File: src/rtl/regfile_arb_pkg.sv
// Shared constants, types and helpers for the register-file read arbiter.
// Used by regfile_read_arbiter and rr_priority_picker.
package regfile_arb_pkg;

    localparam int NUM_REGS       = 16;
    localparam int REG_SEL_BITS   = $clog2(NUM_REGS);
    localparam int MAX_REQUESTERS = 8;

    typedef logic [REG_SEL_BITS-1:0] reg_sel_t;

    function automatic logic [2:0] onehot_to_index(input logic [MAX_REQUESTERS-1:0] onehot);
        logic [2:0] idx;
        idx = '0;
        for (int i = 0; i < MAX_REQUESTERS; i++) begin
            if (onehot[i]) idx = idx | 3'(i);
        end
        return idx;
    endfunction

endpackage

File: src/rtl/rr_priority_picker.sv
// Combinational round-robin picker: first eligible bit at or after i_ptr, wrapping
// modulo REQUESTERS. Returns the winner as one-hot and as an index.
module rr_priority_picker
    import regfile_arb_pkg::*;
#(
    parameter int REQUESTERS = 4,
    parameter int IDX_W      = $clog2(REQUESTERS)
) (
    input  logic [REQUESTERS-1:0] i_eligible,
    input  logic [IDX_W-1:0]      i_ptr,
    output logic [REQUESTERS-1:0] o_winner_oh,
    output logic [IDX_W-1:0]      o_winner_idx,
    output logic                  o_any
);

    logic [IDX_W:0]            w_pos;
    logic                      w_found;
    logic [MAX_REQUESTERS-1:0] w_oh_wide;

    // NOTE: every variable written here gets a default first, so no path leaves
    // it unassigned and no latch is inferred.
    always_comb begin
        o_winner_oh = '0;
        w_found     = 1'b0;
        w_pos       = '0;
        for (int k = 0; k < REQUESTERS; k++) begin
            w_pos = {1'b0, i_ptr} + (IDX_W+1)'(k);
            if (w_pos >= (IDX_W+1)'(REQUESTERS)) w_pos = w_pos - (IDX_W+1)'(REQUESTERS);
            if (!w_found && i_eligible[w_pos[IDX_W-1:0]]) begin
                o_winner_oh[w_pos[IDX_W-1:0]] = 1'b1;
                w_found = 1'b1;
            end
        end
    end

    always_comb begin
        w_oh_wide                   = '0;
        w_oh_wide[REQUESTERS-1:0]   = o_winner_oh;
        o_winner_idx                = IDX_W'(onehot_to_index(w_oh_wide));
    end

    assign o_any = |i_eligible;

endmodule

File: src/rtl/regfile_read_arbiter.sv
// Shares the 16:1 register-file read mux among REQUESTERS clients: arbitrate, then
// capture. Build option REGFILE_ARB_FIXED_PRIO0_EN gives client 0 absolute priority.
module regfile_read_arbiter
    import regfile_arb_pkg::*;
#(
    parameter int BITS       = 32,
    parameter int REQUESTERS = 4
) (
    input  logic                                     CLK,
    input  logic                                     RESET,
    input  logic [REQUESTERS-1:0]                    REQ,
    input  logic [REQUESTERS-1:0][REG_SEL_BITS-1:0]  ADDR,
    input  logic [BITS-1:0]                          MUX_DATA,
    output logic [REG_SEL_BITS-1:0]                  MUX_SELECT,
    output logic [REQUESTERS-1:0]                    GNT,
    output logic [BITS-1:0]                          RDATA,
    output logic [REQUESTERS-1:0]                    RVALID,
    output logic                                     BUSY
);

    localparam int IDX_W = $clog2(REQUESTERS);

    logic [REQUESTERS-1:0] r_gnt;
    reg_sel_t              r_sel;
    logic [IDX_W-1:0]      r_ptr;
    logic [BITS-1:0]       r_rdata;
    logic [REQUESTERS-1:0] r_rvalid;

    logic [REQUESTERS-1:0] w_eligible;
    logic [REQUESTERS-1:0] w_pick_elig;
    logic [REQUESTERS-1:0] w_pick_oh;
    logic [IDX_W-1:0]      w_pick_idx;
    logic                  w_pick_any;
    logic [REQUESTERS-1:0] w_win_oh;
    logic [IDX_W-1:0]      w_win_idx;
    logic                  w_any;
    logic                  w_ptr_upd;
    logic [IDX_W-1:0]      w_ptr_next;

    // The current grantee is masked so a held request cannot win two cycles in a row.
    assign w_eligible = REQ & ~r_gnt;
    assign w_any      = |w_eligible;

`ifdef REGFILE_ARB_FIXED_PRIO0_EN
    assign w_pick_elig = w_eligible & ~REQUESTERS'(1);
    assign w_win_oh    = w_eligible[0] ? REQUESTERS'(1) : w_pick_oh;
    assign w_win_idx   = w_eligible[0] ? '0 : w_pick_idx;
    assign w_ptr_upd   = !w_eligible[0] && w_pick_any;
`else
    assign w_pick_elig = w_eligible;
    assign w_win_oh    = w_pick_oh;
    assign w_win_idx   = w_pick_idx;
    assign w_ptr_upd   = w_pick_any;
`endif

    rr_priority_picker #(
        .REQUESTERS (REQUESTERS),
        .IDX_W      (IDX_W)
    ) u_picker (
        .i_eligible   (w_pick_elig),
        .i_ptr        (r_ptr),
        .o_winner_oh  (w_pick_oh),
        .o_winner_idx (w_pick_idx),
        .o_any        (w_pick_any)
    );

    assign w_ptr_next = (w_win_idx == IDX_W'(REQUESTERS-1)) ? '0 : w_win_idx + IDX_W'(1);

    // NOTE: sequential state uses non-blocking assignments so every register
    // samples pre-edge values, independent of statement order.
    always_ff @(posedge CLK or posedge RESET) begin
        if (RESET) begin
            r_gnt    <= '0;
            r_sel    <= '0;
            r_ptr    <= '0;
            r_rdata  <= '0;
            r_rvalid <= '0;
        end else begin
            r_gnt    <= w_win_oh;
            r_rvalid <= r_gnt;
            if (w_any) r_sel <= ADDR[w_win_idx];
            if (w_ptr_upd) r_ptr <= w_ptr_next;
            // RDATA only moves when a grant from the previous cycle is being captured.
            if (|r_gnt) r_rdata <= MUX_DATA;
        end
    end

    assign MUX_SELECT = r_sel;
    assign GNT        = r_gnt;
    assign RDATA      = r_rdata;
    assign RVALID     = r_rvalid;
    assign BUSY       = |r_gnt;

    a_gnt_onehot: assert property (@(posedge CLK) disable iff (RESET) $onehot0(r_gnt));
    a_rvalid_lag: assert property (@(posedge CLK) disable iff (RESET) r_rvalid == $past(r_gnt));

endmodule

File: config.mk
export PLATFORM = sky130hd
export DESIGN_NAME = regfile_read_arbiter
export DESIGN_NICKNAME = d
export VERILOG_FILES = /design/src/rtl/regfile_arb_pkg.sv /design/src/rtl/rr_priority_picker.sv /design/src/rtl/regfile_read_arbiter.sv
export SDC_FILE = /design/constraint.sdc
export NUM_CORES = 1
export LEC_CHECK = 0
export ABC_AREA = 1
export BUFFER_PORTS_ARGS = -buffer_cell sky130_fd_sc_hd__clkbuf_2
export CAP_MARGIN = 25
export CORE_MARGIN = 2
export CORE_UTILIZATION = 25
export CTS_BUF_LIST = sky130_fd_sc_hd__clkbuf_4 sky130_fd_sc_hd__clkbuf_8 sky130_fd_sc_hd__clkbuf_16
export DETAILED_ROUTE_END_ITERATION = 7
export PLACE_DENSITY = 0.51
export SYNTH_ARGS = -nofsm -noshare
export SYNTH_HDL_FRONTEND = slang
export SYNTH_SLANG_ARGS = --single-unit
File: constraint.sdc
create_clock -name CLK -period 3.5 [get_ports CLK]
set_input_delay 0.175 -clock CLK [delete_from_list [all_inputs] [get_ports CLK]]
set_output_delay 0.175 -clock CLK [all_outputs]
set_load 0.05 [all_outputs]
==> impl_metrics.json, run 1 <==
{
  "outcome": "complete, no violations",
  "h-tree-depth": 2,
  "worst_pin_slew_ns": 0.3923,
  "core-area_mm2": 0.009196,
  "grt_pass1_wl_um": 8804,
  "required_ns": 3.68,
  "maxSlewViolCount": 0,
  "yosys.area_share.simple_pct": 25.43,
  "diodes": 0,
  "drt-vias-per-instance": 4.365,
  "rr_endpoint": "MUX_SELECT[1]",
  "cts.clk_slew.worst_paths_ns": 0.09,
  "yosysWarnings": 0,
  "crit_family": "simple AND/OR/NAND/NOR gates",
  "syn-num-nets": 291,
  "gp_congestion": 0.8512,
  "synth_compound_area_share_pct": 1.170,
  "wl_per_cell_um": 12.26,
  "arrival_ns": 2.56,
  "cp.depth": 15,
  "critical_path_class": "flop to flop",
  "overflow": 0,
  "postCtsResizedCells": 0,
  "cap_viol_max_count": 0,
  "synthXorXnorAreaFrac_pct": 0,
  "path_max_fanout": 10,
  "avgSynthCellArea_um2": 10.23,
  "grt_max_degree": 47,
  "ff2ff_path_depth": 15,
  "die_y_um": 101,
  "cts_sinks": 46,
  "muxShareOfSynthArea_pct": 15.32,
  "async_reset_ff_share_pct": 100.0,
  "synthTopCellsByArea": "dfrtp_1 (49%), mux2_2 (15%), nand2_1 (7.8%), nand3_1 (4.9%), inv_1 (4.5%)",
  "slew_headroom_pct": 73.84,
  "netlist_instances": 230,
  "vias": 1951,
  "endpoint_kind": "flop",
  "cp-endpoint": "MUX_SELECT[1]",
  "drive_gt1_share_pct": 49.70,
  "cts_root_buf": "clkbuf_8",
  "drc": 0,
  "synth_fa_ha_area_share_pct": 3.723,
  "row_count": 35,
  "final_nets": 396,
  "dpl.hpwl_um": 4259,
  "antenna_found_initial": 0,
  "cp_common_cell": "nand2_1",
  "clk-insertion-delay-late_ns": 0.29,
  "layout_min_cycle_time_ns": 2.373,
  "ys_seq_elements": 46,
  "synth_edf_count": 0,
  "tns_ns": 0,
  "cts-buffers-inserted": 5,
  "worstHoldPathType": "input pin to flop",
  "timing.rr.start": "r_ptr[1]",
  "portBuffers": 98,
  "start_kind": "flop",
  "hold_viol": 0,
  "syn2layout_area_growth_pct": 31.92,
  "max-clock-path-buffers": 2,
  "synth_top_family_by_area": "simple AND/OR/NAND/NOR gates",
  "num-fill-cells": 957,
  "cp-startpoint": "r_ptr[1]",
  "yosys-top-cells-count": "nand2_1 (49), dfrtp_1 (46), mux2_2 (32), inv_1 (28), nand3_1 (23)",
  "cts_tree": "yes",
  "synth_top_area_share_pct": 48.94,
  "ys.flop_type": "dfrtp_1",
  "yosysMostFrequentCell": "nand2_1",
  "ff2ff_setup_slack_ns": 1.13,
  "synthDistinctLibCells": 22,
  "dr.pass1.iters": 5,
  "totalWireLength_um": 5479,
  "drtIter0Drc": 141,
  "worstPathCellList": "inv_1, ha_1, inv_1, nand3_1, o21ai_0, nor2_2, nand2_2, nor2_4, nor2_8, nand2_4, nand2_1, nand3_1, nand2_1, nand2_1, nand2_1",
  "die_w_um": 101,
  "critPathBufInv": 2,
  "cts_hold_buf": 0,
  "post_cts_buffers": 0,
  "cpPeakStageDelay_ns": 0.51,
  "slowest_stage": "dfrtp_1",
  "dieArea_mm2": 0.01020,
  "finalSetupViolCount": 0,
  "ant_nets": 0,
  "start_util_pct": 25.58,
  "syn-cell-area_mm2": 0.002352,
  "grt_use_total_pct": 10.91,
  "fin_skew_ns": 0.001945,
  "grt_setup_unrepaired": "no",
  "fin_crit_sh_pct": 67.79,
  "fmaxAchievable_ghz": 0.4215,
  "io_pins": 99,
  "synth-seq-area-share_pct": 48.94,
  "yosysTopAreaCell": "dfrtp_1",
  "first_global_vias": 1865
}
[logic make-up (layout without fill, tap and decap cells)]
kind of cell / Yosys count / count (layout)
fa+ha+maj: 7 / 7
mux: 32 / 32
simple gates: 107 / 107
compound gates: 4 / 4
flops: 46 / 46
buf+inv: 34 / 140
[flip-flops by register name, summed over array words and instances (netlist names)]
register    flops
r_ptr           2
GNT             4
RVALID          4
MUX_SELECT      4
RDATA          32
[routing by layer]
layer  part of all wire [%]  global-route usage (%)  up-vias
li1                       -                       -      945
met1                     43                   13.64      914
met2                     49                   18.72       84
met3                    6.5                   2.705        8
met4                    1.4                   3.015        0
met5                      0                       0        -
[cell usage in the layout, fill, tap and decap left out]
cell           synthesis  routed
ha_1                   7       7
o221ai_1               1       1
clkbuf_2               0      98
nand3_4                2       2
clkinv_2               0       1
clkbuf_4               0       1
nor2_2                 1       1
inv_1                 28      27
nand3_1               23      23
nand2_4                4       4
mux2_2                32      32
inv_2                  2       3
o2111ai_1              1       1
clkinv_1               1       1
buf_12                 0       1
nor2_4                 4       4
nand4_1                2       2
dlygate4sd3_1          0       1
nand2_1               49      49
nor2_1                 9       9
nand3_2                7       7
o21ai_0                1       1
dfrtp_1               46      46
clkbuf_8               0       6
buf_4                  0       1
a21oi_1                1       1
nor2_8                 1       1
nand2_2                5       5
[through the flow]
stage	instance area [um^2]	cells	util (%)	hold WS, ns	setup slack, ns
2_1_floorplan	2352	230	-	0.3267	1.233
3_3_place_gp	2978	437	32.38	0.3929	1.198
3_5_place_dp	2978	437	32.38	0.4081	1.140
4_1_cts	3073	445	33.42	0.09809	1.122
5_1_grt	3103	447	33.74	0.09489	0.9337
6_report	3103	447	33.74	0.1100	1.127
[area by class of cell]
class / count / area (um^2) / area share [%]
Clock buffer: 7 / 90.09 / 2.903
Clock inverter: 1 / 5.005 / 0.1613
Inverter: 31 / 116.4 / 3.750
Multi-Input combinational cell: 150 / 1074 / 34.60
Sequential cell: 46 / 1151 / 37.10
Tap cell: 111 / 138.9 / 4.476
Timing Repair Buffer: 101 / 528.0 / 17.02
[worst min path at each step]
| stage | from | endpoint | depth (start not counted) | slack [ns] |
|---|---|---|---|---|
| finish | MUX_DATA[31] | RDATA[31] | 2 | 0.11 |
| CTS | MUX_DATA[15] | RDATA[15] | 2 | 0.1 |
| detailed placement | GNT[3] | RVALID[3] | 0 | 0.41 |
| global route | MUX_DATA[30] | RDATA[30] | 2 | 0.09 |
| floorplan | MUX_DATA[10] | RDATA[10] | 1 | 0.33 |
| global placement | GNT[1] | RVALID[1] | 0 | 0.39 |
Power of run 1 is not shown: default switching activity piles up to over one toggle a cycle in this logic, so the estimate is an artifact.
==> run 2: changes to the inputs <==
==> constraint.sdc (replaced) <==
create_clock -name CLK -period 2.3 [get_ports CLK]
set_input_delay 0.115 -clock CLK [delete_from_list [all_inputs] [get_ports CLK]]
set_output_delay 0.115 -clock CLK [all_outputs]
set_load 0.05 [all_outputs]
==> run 2 against run 1 <==
Hold slack worse by 0.071 ns. Core utilization up 0.35 points. Worst setup slack lost 0.89 ns. Cell count up 1.1%. Fmax rose by 15%. Global-route usage grew 0.27 points. First-iteration DRC count decreased by 28%. Sequential share of layout area down 0.38 points. Die area unchanged. Flip-flop and latch count did not move. Via count rose by 0.92%. Clock-buffer cell count down 2.
==> impl_metrics.json, run 2 (synthesis results as in run 1) <==
{
  "grt_pass1_wl_um": 8956,
  "final_nets": 401,
  "row_count": 35,
  "required_ns": 2.49,
  "critPathBufInv": 3,
  "cap_viol_max_count": 0,
  "endpoint_kind": "flop",
  "cp_common_cell": "nand2_1",
  "wl_per_cell_um": 12.13,
  "antenna_found_initial": 0,
  "highest_layer": "met4",
  "worst_pin_slew_ns": 0.3072,
  "slowest_stage": "dfrtp_1",
  "first_global_vias": 1874,
  "cpPeakStageDelay_ns": 0.38,
  "drc": 0,
  "die_w_um": 101,
  "h-tree-depth": 2,
  "worstHoldPathType": "input pin to flop",
  "outcome": "complete, no violations",
  "critical_path_class": "flop to flop",
  "vias": 1969,
  "cts-buffers-inserted": 5,
  "ant_nets": 0,
  "fin_crit_sh_pct": 89.55,
  "grt_setup_unrepaired": "no",
  "syn2layout_area_growth_pct": 33.30,
  "timing.rr.start": "r_ptr[0]",
  "wl_met2_um": 2745,
  "max-clock-path-buffers": 2,
  "clk-insertion-delay-late_ns": 0.30,
  "slew_headroom_pct": 79.46,
  "io_pins": 99,
  "finalSetupViolCount": 0,
  "met3_length_um": 343,
  "core-area_mm2": 0.009196,
  "fin_skew_ns": 0.01212,
  "dieArea_mm2": 0.01020,
  "final_common_cell": "clkbuf_2",
  "cts_sinks": 46,
  "cts_root_buf": "clkbuf_8",
  "drive_gt1_share_pct": 50.44,
  "largest_register_ffs": 32,
  "worstPathCellList": "inv_2, ha_1, inv_1, nand3_1, nand2_1, nand2_4, inv_2, nand2_2, nor2_4, nor2_8, nand2_4, nand2_1, nand3_1, nand2_1, nand2_1, nand2_1",
  "hold_viol": 0,
  "start_kind": "flop",
  "worstHoldStart": "MUX_DATA[31]",
  "path_max_fanout": 10,
  "arrival_ns": 2.24,
  "layout_min_cycle_time_ns": 2.060,
  "cts_tree": "yes",
  "drtIter0Drc": 102,
  "dr.pass1.iters": 4,
  "fin_util_pct": 34.10,
  "grt_max_degree": 47,
  "post_cts_buffers": 0,
  "grt_use_total_pct": 11.18,
  "drt-vias-per-instance": 4.356,
  "cp-startpoint": "r_ptr[0]",
  "wirelength_met1_um": 2317,
  "diodes": 0,
  "portBuffers": 98,
  "crit_family": "simple AND/OR/NAND/NOR gates",
  "layout_common_cells": "clkbuf_2 (98), nand2_1 (49), dfrtp_1 (46)",
  "die_y_um": 101,
  "totalWireLength_um": 5483,
  "dpl.hpwl_um": 4347,
  "tns_ns": 0,
  "overflow": 0,
  "gp_congestion": 0.8514,
  "cts.clk_slew.worst_paths_ns": 0.09,
  "maxSlewViolCount": 0,
  "start_util_pct": 25.58,
  "fmaxAchievable_ghz": 0.4855
}
[run 2: cell types whose count changed in the layout (fill, tap and decap cells not counted), sizes merged]
cell / previous run / this run
clkinv: 2 / 3
buf: 2 / 7
clkbuf: 105 / 103
clkinvlp: 0 / 1
[run 2: worst paths after layout]
kind	to	slack [ns]	cells after the start
worst max-delay path	MUX_SELECT[1]	0.24	16
worst min-delay path	RDATA[31]	0.04	2
worst max register to register	MUX_SELECT[1]	0.24	16
worst min register to register	RVALID[3]	0.40	0
max in group asynchronous	RVALID[2]	1.57	4
min in group asynchronous	RDATA[30]	0.26	3
[run 2: through the flow]
step / hold WS, ns / instances / setup WS, ns / instance area (um^2)
floorplan: 0.2667 / 230 / 0.03286 / 2352
global placement: 0.3478 / 442 / 0.3411 / 3015
detailed placement: 0.3508 / 442 / 0.2651 / 3015
CTS: 0.02547 / 450 / 0.2479 / 3105
global route: 0.02749 / 452 / 0.01425 / 3136
finish: 0.03899 / 452 / 0.2403 / 3136
[run 2: layout make-up]
| cell class | instances | area (um^2) |
|---|---|---|
| fillers | 969 | 6061 |
| flip-flops and latches | 46 | 1151 |
| multi-input cells | 150 | 1074 |
| repair buffers | 106 | 565.5 |
| well taps | 111 | 138.9 |
| inverters | 31 | 116.4 |
| clock buffers | 5 | 68.82 |
| clock inverters | 3 | 21.27 |
[run 2: metal layers]
layer  track usage, %  vias to the layer above
li1                 -                      963
met1            14.40                      922
met2            18.36                       78
met3            2.774                        6
met4            3.742                        0
met5                0                        -
[run 2: what timing repair did]
| action | 4_1_cts | 5_1_grt |
|---|---|---|
| endpoints found under the hold margin | 0 | 9 |
| endpoints found under the setup margin | 0 | 1 |
| hold buffers | 0 | 1 |
| gates resized for setup | 0 | 1 |
Power of run 2 is left out for the same reason.
==> run 3: changes to the inputs <==
--- a/config.mk
+++ b/config.mk
@@ -5,14 +5,15 @@
 export SDC_FILE = /design/constraint.sdc
 export NUM_CORES = 1
 export LEC_CHECK = 0
-export ABC_AREA = 1
 export BUFFER_PORTS_ARGS = -buffer_cell sky130_fd_sc_hd__clkbuf_2
 export CAP_MARGIN = 25
+export CORE_ASPECT_RATIO = 1.75
 export CORE_MARGIN = 2
 export CORE_UTILIZATION = 25
 export CTS_BUF_LIST = sky130_fd_sc_hd__clkbuf_4 sky130_fd_sc_hd__clkbuf_8 sky130_fd_sc_hd__clkbuf_16
 export DETAILED_ROUTE_END_ITERATION = 7
-export PLACE_DENSITY = 0.51
+export PLACE_DENSITY = 0.52
 export SYNTH_ARGS = -nofsm -noshare
 export SYNTH_HDL_FRONTEND = slang
 export SYNTH_SLANG_ARGS = --single-unit
+export TNS_END_PERCENT = 30
==> run 3 against run 2 <==
The flow now finishes with violations (setup timing). Clock-buffer cell count is the same. Via count shrank 5.7%. First-iteration DRC count shrank 44%. Core utilization grew 4.4 points. Flip-flop and latch count is the same. Non-clock buffer count grew 29. Critical path depth shrank 7. Worst setup slack lost 0.57 ns. Global-route usage grew 0.97 points. Sequential share of layout area shrank 1.8 points. Synthesized cell count shrank 28%.
==> impl_metrics.json, run 3 <==
{
  "slew_headroom_pct": 72.03,
  "dr.pass1.iters": 5,
  "finalHoldWorstSlack_ns": 0.05719,
  "yosysWarnings": 0,
  "met2_usage_pct": 21.66,
  "synthDistinctLibCells": 38,
  "num-fill-cells": 871,
  "endpoint_kind": "flop",
  "diodes": 0,
  "yosys.area_share.simple_pct": 9.788,
  "outcome": "complete, but fails checks",
  "largest_register_ffs": 32,
  "final_common_cell": "clkbuf_2",
  "avgSynthCellArea_um2": 13.25,
  "fin_area_mm2": 0.003317,
  "antenna_found_initial": 0,
  "start_kind": "flop",
  "synth_top_family_by_area": "multiplexers",
  "io_pins": 99,
  "fin_skew_ns": 0.007525,
  "required_ns": 2.48,
  "synth_compound_area_share_pct": 8.987,
  "layout_min_cycle_time_ns": 2.632,
  "overflow": 0,
  "critical_path_class": "flop to flop",
  "grt_pass1_wl_um": 8949,
  "muxShareOfSynthArea_pct": 22.44,
  "synthXorXnorAreaFrac_pct": 0.4007,
  "netlist_instances": 165,
  "totalWireLength_um": 5600,
  "postPlaceCellArea_mm2": 0.003109,
  "top_usage_layer": "met2",
  "fin_crit_sh_pct": 114.4,
  "violations": "setup timing",
  "cap_viol_max_count": 0,
  "syn-num-nets": 226,
  "place_ws_ns": -0.3832,
  "core-area_mm2": 0.008615,
  "dieArea_mm2": 0.009537,
  "start_util_pct": 25.37,
  "synth_top_area_share_pct": 52.66,
  "path_max_fanout": 5,
  "layout_common_cells": "clkbuf_2 (98), dfrtp_1 (41), buf_4 (34)",
  "syn-cell-area_mm2": 0.002186,
  "yosysTopAreaCell": "dfrtp_1",
  "met1_usage_pct": 13.51,
  "drtIter0Drc": 57,
  "drc": 0,
  "gp_congestion": 0.8867,
  "finalSetupViolCount": 5,
  "die_y_um": 127.7,
  "cts_root_buf": "clkbuf_16",
  "synthTopCellsByArea": "dfrtp_1 (53%), mux2_2 (16%), ha_1 (4.0%), mux2_1 (2.1%), mux4_2 (2.1%)",
  "max-clock-path-buffers": 2,
  "drive_gt1_share_pct": 64.14,
  "synth-seq-area-share_pct": 52.66,
  "synth_fa_ha_area_share_pct": 4.007,
  "clk-insertion-delay-late_ns": 0.28,
  "grt_use_total_pct": 12.15,
  "ys.flop_type": "dfrtp_1",
  "yosys-top-cells-count": "dfrtp_1 (46), mux2_2 (32), ha_1 (7), inv_1 (6)",
  "arrival_ns": 2.81,
  "grt_util_met3_pct": 2.516,
  "syn2layout_area_growth_pct": 51.75,
  "row_count": 45,
  "cts_tree": "yes",
  "drt-vias-per-instance": 4.411,
  "worstHoldPathType": "input pin to flop",
  "yosysMostFrequentCell": "dfrtp_1",
  "final_nets": 364,
  "dpl.hpwl_um": 4520,
  "ant_nets": 0,
  "synth_edf_count": 0,
  "die_w_um": 74.69,
  "cts.clk_slew.worst_paths_ns": 0.07,
  "worst_slack_ns": -0.3319,
  "cts-buffers-inserted": 5,
  "cts_sinks": 46,
  "ys_seq_elements": 46,
  "vias": 1857,
  "first_global_vias": 1845,
  "portBuffers": 98,
  "wl_per_cell_um": 13.30,
  "fmaxAchievable_ghz": 0.3799,
  "grt_max_degree": 34,
  "async_reset_ff_share_pct": 100.0,
  "hold_viol": 0,
  "grt_setup_unrepaired": "yes",
  "maxSlewViolCount": 0,
  "h-tree-depth": 2,
  "worst_pin_slew_ns": 0.4183
}
[run 3: changes by cell type in the layout (fill, tap and decap cells not counted), moves of 7 or more]
cell,previous run,this run
buf_4,6,34
inv_1,27,4
nand2_1,49,4
nand3_1,23,0
nand3_2,7,0
[run 3: timing repair]
item	CTS	global route
hold buffers	1	0
hold endpoints to repair	14	0
gates resized for setup	4	3
endpoints found under the setup margin	5	7
pin swaps	0	0
setup buffers	2	0
[run 3: logic make-up after synthesis]
family,after synthesis
xor+xnor,1
mux,42
fa+ha+maj,7
compound gates,24
flops,46
simple gates,35
buf+inv,10
[run 3: final timing paths]
check	from	to	slack [ns]	depth (start not counted)
hold reg to reg	RDATA[27]	RDATA[27]	0.50	1
min in group asynchronous	RESET	RDATA[28]	0.33	3
max in group asynchronous	RESET	r_ptr[1]	1.40	4
setup reg to reg	r_ptr[0]	MUX_SELECT[3]	-0.33	9
setup / recovery	r_ptr[0]	MUX_SELECT[3]	-0.33	9
hold / removal	MUX_DATA[7]	RDATA[7]	0.06	2
[run 3: per-layer routing]
layer	wire length [um]	part of all wire, %	vias up
met5	0	0	-
met4	161	2.9	0
met3	273	4.9	12
met2	3097	55	77
met1	2067	37	889
li1	-	-	879
[run 3: final cells by class]
type / instances / area [um^2] / area share [%]
clock buffers: 5 / 125.1 / 3.772
clock inverters: 3 / 21.27 / 0.6413
inverters: 6 / 27.53 / 0.8299
multi-input cells: 109 / 1052 / 31.72
flip-flops and latches: 46 / 1157 / 34.89
well taps: 117 / 146.4 / 4.413
repair buffers: 135 / 787.0 / 23.73
[run 3: critical path, stage by stage, from the launching register on]
cell,delay (ns)
dfrtp_1,0.41
inv_6,0.05
ha_4,0.28
mux4_2,0.52
o31a_1,0.17
a211oi_4,0.24
nor3b_4,0.24
buf_4,0.15
mux2_4,0.29
o21a_1,0.16
[run 3: through the flow]
step                setup TNS [ns]  utilization [%]  instances
global route                -2.111            38.50        421
global placement            -1.426            36.09        410
floorplan                   -2.691                -        165
detailed placement          -1.680            36.09        410
finish                      -1.456            38.50        421
CTS                         -1.473            38.37        421
Power of run 3 is left out for the same reason.
